### src/rtl/fifo_rd_crc_framer.sv
// rtl/fifo_rd_crc_framer.sv - FIFO read-side framer: pops words, groups FRAME_LEN per frame, appends CRC-32/MPEG-2
module fifo_rd_crc_framer #(
  parameter int unsigned FRAME_LEN = 4,
  parameter logic [31:0] CRC_INIT  = 32'hFFFF_FFFF
) (
  input  logic        r_clk,
  input  logic        rrst_n,
  input  logic        en,
  input  logic        fifo_empty,
  input  logic [31:0] fifo_data,
  output logic        fifo_rd_en,
  output logic [31:0] m_data,
  output logic        m_valid,
  input  logic        m_ready,
  output logic        m_last,
  output logic        m_is_crc,
  output logic [15:0] frame_cnt,
  output logic        busy
);
  localparam logic [31:0] POLY = 32'h04C1_1DB7;
  localparam logic [15:0] FLEN = 16'(FRAME_LEN);

  typedef enum logic [1:0] {IDLE, DATA, CRC} state_t;
  state_t state, state_nxt;

  logic [15:0] rd_cnt;
  logic [15:0] tx_cnt;
  logic [31:0] crc;
  logic [31:0] skid [3];
  logic [1:0]  occ;
  logic [1:0]  push_idx;
  logic        inflight;
  logic        start, xfer, data_xfer, crc_xfer, last_data;

  // Bit-serial CRC over one word, MSB (byte [31:24]) first.
  function automatic logic [31:0] crc_word(input logic [31:0] c, input logic [31:0] d);
    logic [31:0] r;
    r = c;
    for (int i = 31; i >= 0; i--) begin
      r = {r[30:0], 1'b0} ^ ((r[31] ^ d[i]) ? POLY : 32'h0);
    end
    return r;
  endfunction

  always_comb begin
    // Issue gate counts the word already in flight so the skid never overflows.
    fifo_rd_en = (state == DATA) && !fifo_empty && (rd_cnt < FLEN)
               && (({1'b0, occ} + {2'b0, inflight}) < 3'd3);
    m_is_crc   = (state == CRC);
    m_last     = m_is_crc;
    m_valid    = ((state == DATA) && (occ != 2'd0)) || m_is_crc;
    m_data     = m_is_crc ? crc : (m_valid ? skid[0] : 32'h0);
    xfer       = m_valid && m_ready;
    data_xfer  = xfer && !m_is_crc;
    crc_xfer   = xfer && m_is_crc;
    last_data  = data_xfer && (tx_cnt == FLEN - 16'd1);
    start      = (state == IDLE) && en;
    push_idx   = data_xfer ? occ - 2'd1 : occ;
    busy       = (state != IDLE) || (occ != 2'd0) || inflight;
  end

  always_comb begin
    state_nxt = state;
    case (state)
      IDLE:    if (en) state_nxt = DATA;
      DATA:    if (last_data) state_nxt = CRC;
      CRC:     if (crc_xfer) state_nxt = en ? DATA : IDLE;
      default: state_nxt = IDLE;
    endcase
  end

  always_ff @(posedge r_clk) begin
    if (!rrst_n) begin
      state     <= IDLE;
      rd_cnt    <= 16'd0;
      tx_cnt    <= 16'd0;
      crc       <= CRC_INIT;
      occ       <= 2'd0;
      inflight  <= 1'b0;
      frame_cnt <= 16'd0;
      skid[0]   <= 32'h0;
      skid[1]   <= 32'h0;
      skid[2]   <= 32'h0;
    end else begin
      state    <= state_nxt;
      inflight <= fifo_rd_en;
      if (data_xfer) begin
        skid[0] <= skid[1];
        skid[1] <= skid[2];
      end
      // Push after the shift so a same-cycle pop/push lands in the freed slot.
      if (inflight) skid[push_idx] <= fifo_data;
      occ <= occ + {1'b0, inflight} - {1'b0, data_xfer};

      if (start || crc_xfer) begin
        rd_cnt <= 16'd0;
        tx_cnt <= 16'd0;
        crc    <= CRC_INIT;
      end else begin
        if (fifo_rd_en) rd_cnt <= rd_cnt + 16'd1;
        if (data_xfer) begin
          tx_cnt <= tx_cnt + 16'd1;
          crc    <= crc_word(crc, m_data);
        end
      end
      if (crc_xfer) frame_cnt <= frame_cnt + 16'd1;
    end
  end
endmodule
### config.mk
export PLATFORM = sky130hd
export DESIGN_NAME = fifo_rd_crc_framer
export DESIGN_NICKNAME = d
export VERILOG_FILES = /design/src/rtl/fifo_rd_crc_framer.sv
export SDC_FILE = /design/constraint.sdc
export NUM_CORES = 1
export LEC_CHECK = 0
export BUFFER_PORTS_ARGS = -buffer_cell sky130_fd_sc_hd__buf_2
export CAP_MARGIN = 20
export CELL_PAD_IN_SITES_DETAIL_PLACEMENT = 0
export CELL_PAD_IN_SITES_GLOBAL_PLACEMENT = 1
export CORE_ASPECT_RATIO = 1.5
export CORE_MARGIN = 3
export CORE_UTILIZATION = 48
export CTS_CLUSTER_SIZE = 25
export DETAILED_ROUTE_END_ITERATION = 16
export GPL_TIMING_DRIVEN = 0
export HOLD_SLACK_MARGIN = 0.15
export PLACE_DENSITY = 0.91
export SLEW_MARGIN = 40
export SYNTH_ARGS = -nofsm -noshare
export SYNTH_HDL_FRONTEND = slang
export SYNTH_SLANG_ARGS = --single-unit
### constraint.sdc
create_clock -name r_clk -period 5.6 [get_ports r_clk]
set_input_delay 1.12 -clock r_clk [delete_from_list [all_inputs] [get_ports r_clk]]
set_output_delay 1.12 -clock r_clk [all_outputs]
set_load 0.005 [all_outputs]
# == Word-level counts from Yosys, hierarchy flattened ==
# Memory sizes are Yosys's and may differ from the RTL's.
# Index checks and enable logic that the tools add are counted.
# Widths: inputs -> output; s select.
# op_classes
bitwise_logic,67
mux,52
addsub,7
n_eq_ne,6
reduce_logical,21
n_lt_le_gt_ge,2
# op_table
op,count
$xor 32x27->32,32
$mux 27,32
$mux 32,5
$add 16x1->16 const B,3
$reduce_or 32->1,1
$xor 1x1->1,32
$eq 16x2->1 const B,1
$lt 16x3->1 const B,1
$mux 2,5
$logic_and 1x1->1,9
$mux 1,9
$pmux 2 s3,1
$logic_or 1x1->1,4
$ne 2x2->1 const B,2
$reduce_bool 2->1,2
$add 2x1->3,1
$lt 3x2->1 const B,1
$reduce_and 3->1,1
$add 2x1->2,1
$eq 2x1->1 const B,1
$eq 2x2->1 const B,1
$logic_not 1->1,2
$logic_not 2->1,1
$ne 2x1->1 const B,1
5 further kinds,6
# word_totals
ff_bits,85
inputBits,37
word_cells,163
mem_count,1
ram_bits,96
output_inout_bits,53
# memory_table
memory,depth,width,rd,rd_ports_with_merged_regs,wr,line_no,rtl
skid,3,32,3,0,3,29,logic [31:0] skid [3];

# == Longest topological paths before layout ==
# logic_depth
ltp_word,101
mapped_depth,17

# == Worst setup path before layout ==
# No wires, ideal clock.
# synth_timing
path_kind,register -> register
from,register occ[0]
to,"memory skid[2][0], enable pin"
stages_incl_launch_ff,11
setup_slack_ns,1.011
t_arrival_ns,4.124
path_buffers,3
setup_ns,0.466
cell_sequence,dfxtp_1 -> inv_1 -> ha_1 -> buf_4 -> buf_2 -> buf_4 -> nor3b_2 -> nand2_1 -> nor2_1 -> a22oi_1 -> o21ai_0
# synth_rtl
element,line_no,rtl
from (decl),30,logic [1:0] occ;
from (signal assigned),93,"occ <= occ + {1'b0, inflight} - {1'b0, data_xfer};"
to (decl),29,

# == Final worst setup path ==
# layout_timing
from,register occ[0]
to,register crc[22]
# layout_between
elab_chain_cells,48
# layout_lines
element,line_no,rtl
$reduce_bool 2->1 *,51,m_valid = ((state == DATA) && (occ != 2'd0)) || m_is_crc;
$logic_and 1x1->1 *,51,
$logic_or 1x1->1 *,51,
$mux 32 (2 in a row),52,m_data = m_is_crc ? crc : (m_valid ? skid[0] : 32'h0);
$xor 1x1->1,40,"r = {r[30:0], 1'b0} ^ ((r[31] ^ d[i]) ? POLY : 32'h0);"
$mux 27,40,
$xor 32x27->32 (6 in a row),40,
$xor 1x1->1,40,
[16 not listed],--,
$mux 27,40,
$xor 32x27->32 (6 in a row),40,
$xor 1x1->1,40,
$mux 27,40,
$xor 32x27->32 (6 in a row),40,
$xor 1x1->1,40,
$mux 27,40,
$xor 32x27->32,40,
to (signal assigned),103,"crc <= crc_word(crc, m_data);"
to (decl),28,logic [31:0] crc;
# Every way passes the cells marked *; elsewhere a longest branch is shown, timed or not.
# A chain may end at the register's enable or synchronous reset.

==> qor.csv <==
metric,value,unit
max_cap viols,0,
routability congestion estimate,0.955,
FMAX,187,MHz
post-route clock period utilization,95.7,%
Fin. Hold Viols,0,
Core Area,0.0232,sq mm
Area after DPL,0.0124,sq mm
cell taking the most area after synthesis,edfxtp_1,
die area,0.0258,sq mm
pin count of the biggest net entering global routing,33,
vias in the first global route,8631,
syn avg cell area,9.96,sq um
buffers and inverters on the worst path,3,
# DRC,0,
synth warn,0,
final wirelength,31.8,mm
final antenna-violating net count,0,
initial core utilization,49.3,%
Synth area leaders,"edfxtp_1 25%, dfxtp_1 15%, xnor2_1 12%, nand2_1 7.1%, xor2_1 4.0%",
worst path arrival time,5.65,ns
I/O pins,90,
DRT Pass-1 Iters,5,
die width,132,um
worst-path fanout max,10,
R2R Setup Slk,0.24,ns
Final TNS setup,0,ns
relative slew slack,43.4,%
clk sinks,181,
Nets,1306,
hold slack,0.452,ns
Crit Reg-Reg Endpoint,crc[22]$_SDFFE_PP1P_,
Port Buf Inserts,89,
final setup vio count,0,
Clock Path Buffers,2,
Syn-to-layout area delta,12.9,%
CP Capture Type,flip-flop,
number of synthesized flops with an enable pin,96,
Die Span Y,195,um
Final min period,5.36,ns
Vias,8780,
clock skew,0.0126,ns
Seq cells post-synth,181,
Congestion Overflow GR,0,
"Seq/Total Area, Yosys",40.0,%
"Top FF cell, synth",edfxtp_1,
later-pin clock latency in the skew report,0.44,ns
row count,68,
Commonest cells post-synth,"216 x nand2_1, 154 x xnor2_1, 96 x edfxtp_1, 85 x dfxtp_1, 80 x nand3_1",
crit path from,occ[0]$_SDFF_PN0_,
dpl cells,1557,
most frequent cell after synthesis,nand2_1,
DR WL/cell,20.0,um
vias per std cell,5.53,
Worst Hold Launch,rd_cnt[4]$_SDFFE_PP0P_,
share of cells above drive strength 1,15.0,%
worst-path cell chain,inv_1 > ha_1 > buf_4 > buf_2 > or4b_2 > a21oi_1 > a31oi_1 > xor2_1 > xnor3_2 > xnor2_1 > xor2_1 > xnor2_1 > xnor2_1 > xnor3_1 > nand2_1 > nand3_1,
Worst Reg-to-Reg Cells,16,
post-synthesis cell count,1151,
Synth cell types,60,
# hold bufs at CTS,0,
CP startpoint kind,flip-flop,
filler instances,2064,
hold endpoint,rd_cnt[4]$_SDFFE_PP0P_,
hold crit path type,reg2reg,
Max Slew Vio Count,0,
Iter 0 DRT Violations,502,
CP top delay family,XOR/XNOR gates,
Worst Tran Pin Value,0.850,ns
RSZ-0062 raised after global routing,false,
asr flop ratio synth,0,%
Clk Tree Root Cell,clkbuf_16,
Netlist Area Pre-Place,0.0115,sq mm
CTS H-tree lvls,4,
post-route cell area,0.0129,sq mm
Crit Path Category,reg2reg,
clock transition at the registers of the reported paths,0.06,ns
Num CTS Buffers,17,
DPL Wire Length,25.0,mm
Mapped Nets,1196,
hold path depth,1,
Crit path top cell by count,xnor2_1,
first-pass GRT wire length,49.4,mm
initial antenna violation count,1,
TritonCTS clock tree,yes,
Yosys top cell area share,25.2,%
"Req. time, crit path",5.89,ns
Layout Cells excl Fill,1589,
CP peak stage delay,0.62,ns
status,"complete, no violations",
"slowest stage cell, crit path",or4b_2,
reg2reg start,occ[0]$_SDFF_PN0_,
Overall Global Routing Usage,24.8,%
diode count,0,
## flip-flops by register name, summed over array words and instances (netlist names)
| register | flops |
|---|---|
| inflight | 1 |
| tx_cnt | 16 |
| frame_cnt | 16 |
| skid | 96 |
| occ | 2 |
| state | 2 |
| crc | 32 |
| rd_cnt | 16 |
## worst reg2reg max path, cell delays in order (launching register included)
cell	delay (ns)
dfxtp_1	0.41
inv_1	0.12
ha_1	0.29
buf_4	0.21
buf_2	0.21
or4b_2	0.62
a21oi_1	0.15
a31oi_1	0.09
xor2_1	0.45
xnor3_2	0.49
xnor2_1	0.34
xor2_1	0.53
xnor2_1	0.39
xnor2_1	0.33
xnor3_1	0.44
nand2_1	0.08
nand3_1	0.08
## routing by layer
| metal | track usage (%) | vias up | part of all wire [%] |
|---|---|---|---|
| met2 | 42.6 | 328 | 49 |
| met4 | 15.8 | 2 | 6.7 |
| li1 | - | 4203 | - |
| met1 | 28.7 | 4146 | 39 |
| met3 | 3.79 | 101 | 5.0 |
| met5 | 0 | - | 0.022 |
## worst max path at each step
stage	slack (ns)	end	cells past startpoint
6_report	0.24	crc[22]$_SDFFE_PP1P_	16
5_1_grt	0.04	crc[22]$_SDFFE_PP1P_	16
4_1_cts	0.14	crc[17]$_SDFFE_PP1P_	15
3_5_place_dp	0.17	crc[17]$_SDFFE_PP1P_	15
3_3_place_gp	-0.12	skid[2][12]$_SDFFCE_PN0P_	10
2_1_floorplan	1.01	skid[2][0]$_SDFFCE_PN0P_	10
## cell usage in the layout, fill, tap and decap left out, types with 4 or more instances in the layout
cell type and n:
xor2_1 52, a21boi_0 5, nor4_1 7, xor3_1 4, nor4b_1 17, nand2_1 216
a32o_1 15, o211ai_1 17, inv_1 12, a31oi_1 11, and2_1 59, xnor2_4 6
dfxtp_1 85, nor2_1 35, xnor3_2 6, xnor2_1 153, or3_1 6, ha_1 8
a21oi_1 28, buf_1 5, clkbuf_1 48, o21ai_0 13, xnor3_1 16, buf_4 6
buf_2 100, xnor2_2 15, or4b_1 8, and3_1 5, a21o_1 15, nand4_1 10
xor2_4 4, edfxtp_1 96, nand3_1 78, buf_6 5, nor3_1 9, clkbuf_16 18
nor2b_1 4, a22o_1 29
## logic make-up after synthesis
group | share of synthesized area (%)
AOI/OAI and AO/OA | 9.57
and+or+nand+nor | 19.8
buffers and inverters | 3.48
xor gates and xnor gates | 26.0
DFF | 40.0
adders and majority gates | 0.874
muxes | 0.262
## repair_timing
| item | 4_1_cts | 5_1_grt |
|---|---|---|
| resized for setup | 0 | 1 |
| setup buffers | 0 | 0 |
| setup endpoints to repair | 0 | 1 |
## per-stage QoR
step | setup slack [ns] | utilization (%)
2_1_floorplan | 1.01 | -
5_1_grt | 0.0362 | 55.7
4_1_cts | 0.138 | 55.6
6_report | 0.241 | 55.7
3_5_place_dp | 0.174 | 53.2
3_3_place_gp | -0.121 | 52.9
## layout make-up
| cell class | count | area (sq um) | area share (%) |
|---|---|---|---|
| clock inverter | 11 | 73.8 | 0.571 |
| clock buffer | 21 | 483 | 3.73 |
| buffer | 74 | 350 | 2.71 |
| sequential | 181 | 4580 | 35.4 |
| multi-input combinational | 883 | 6540 | 50.5 |
| inverter | 13 | 48.8 | 0.377 |
| tap | 315 | 394 | 3.05 |
| timing repair buffer | 91 | 465 | 3.60 |
Power is left out: the tool's default activity adds up to more than one toggle a clock period on the data nets, which glitch-free logic cannot reach.
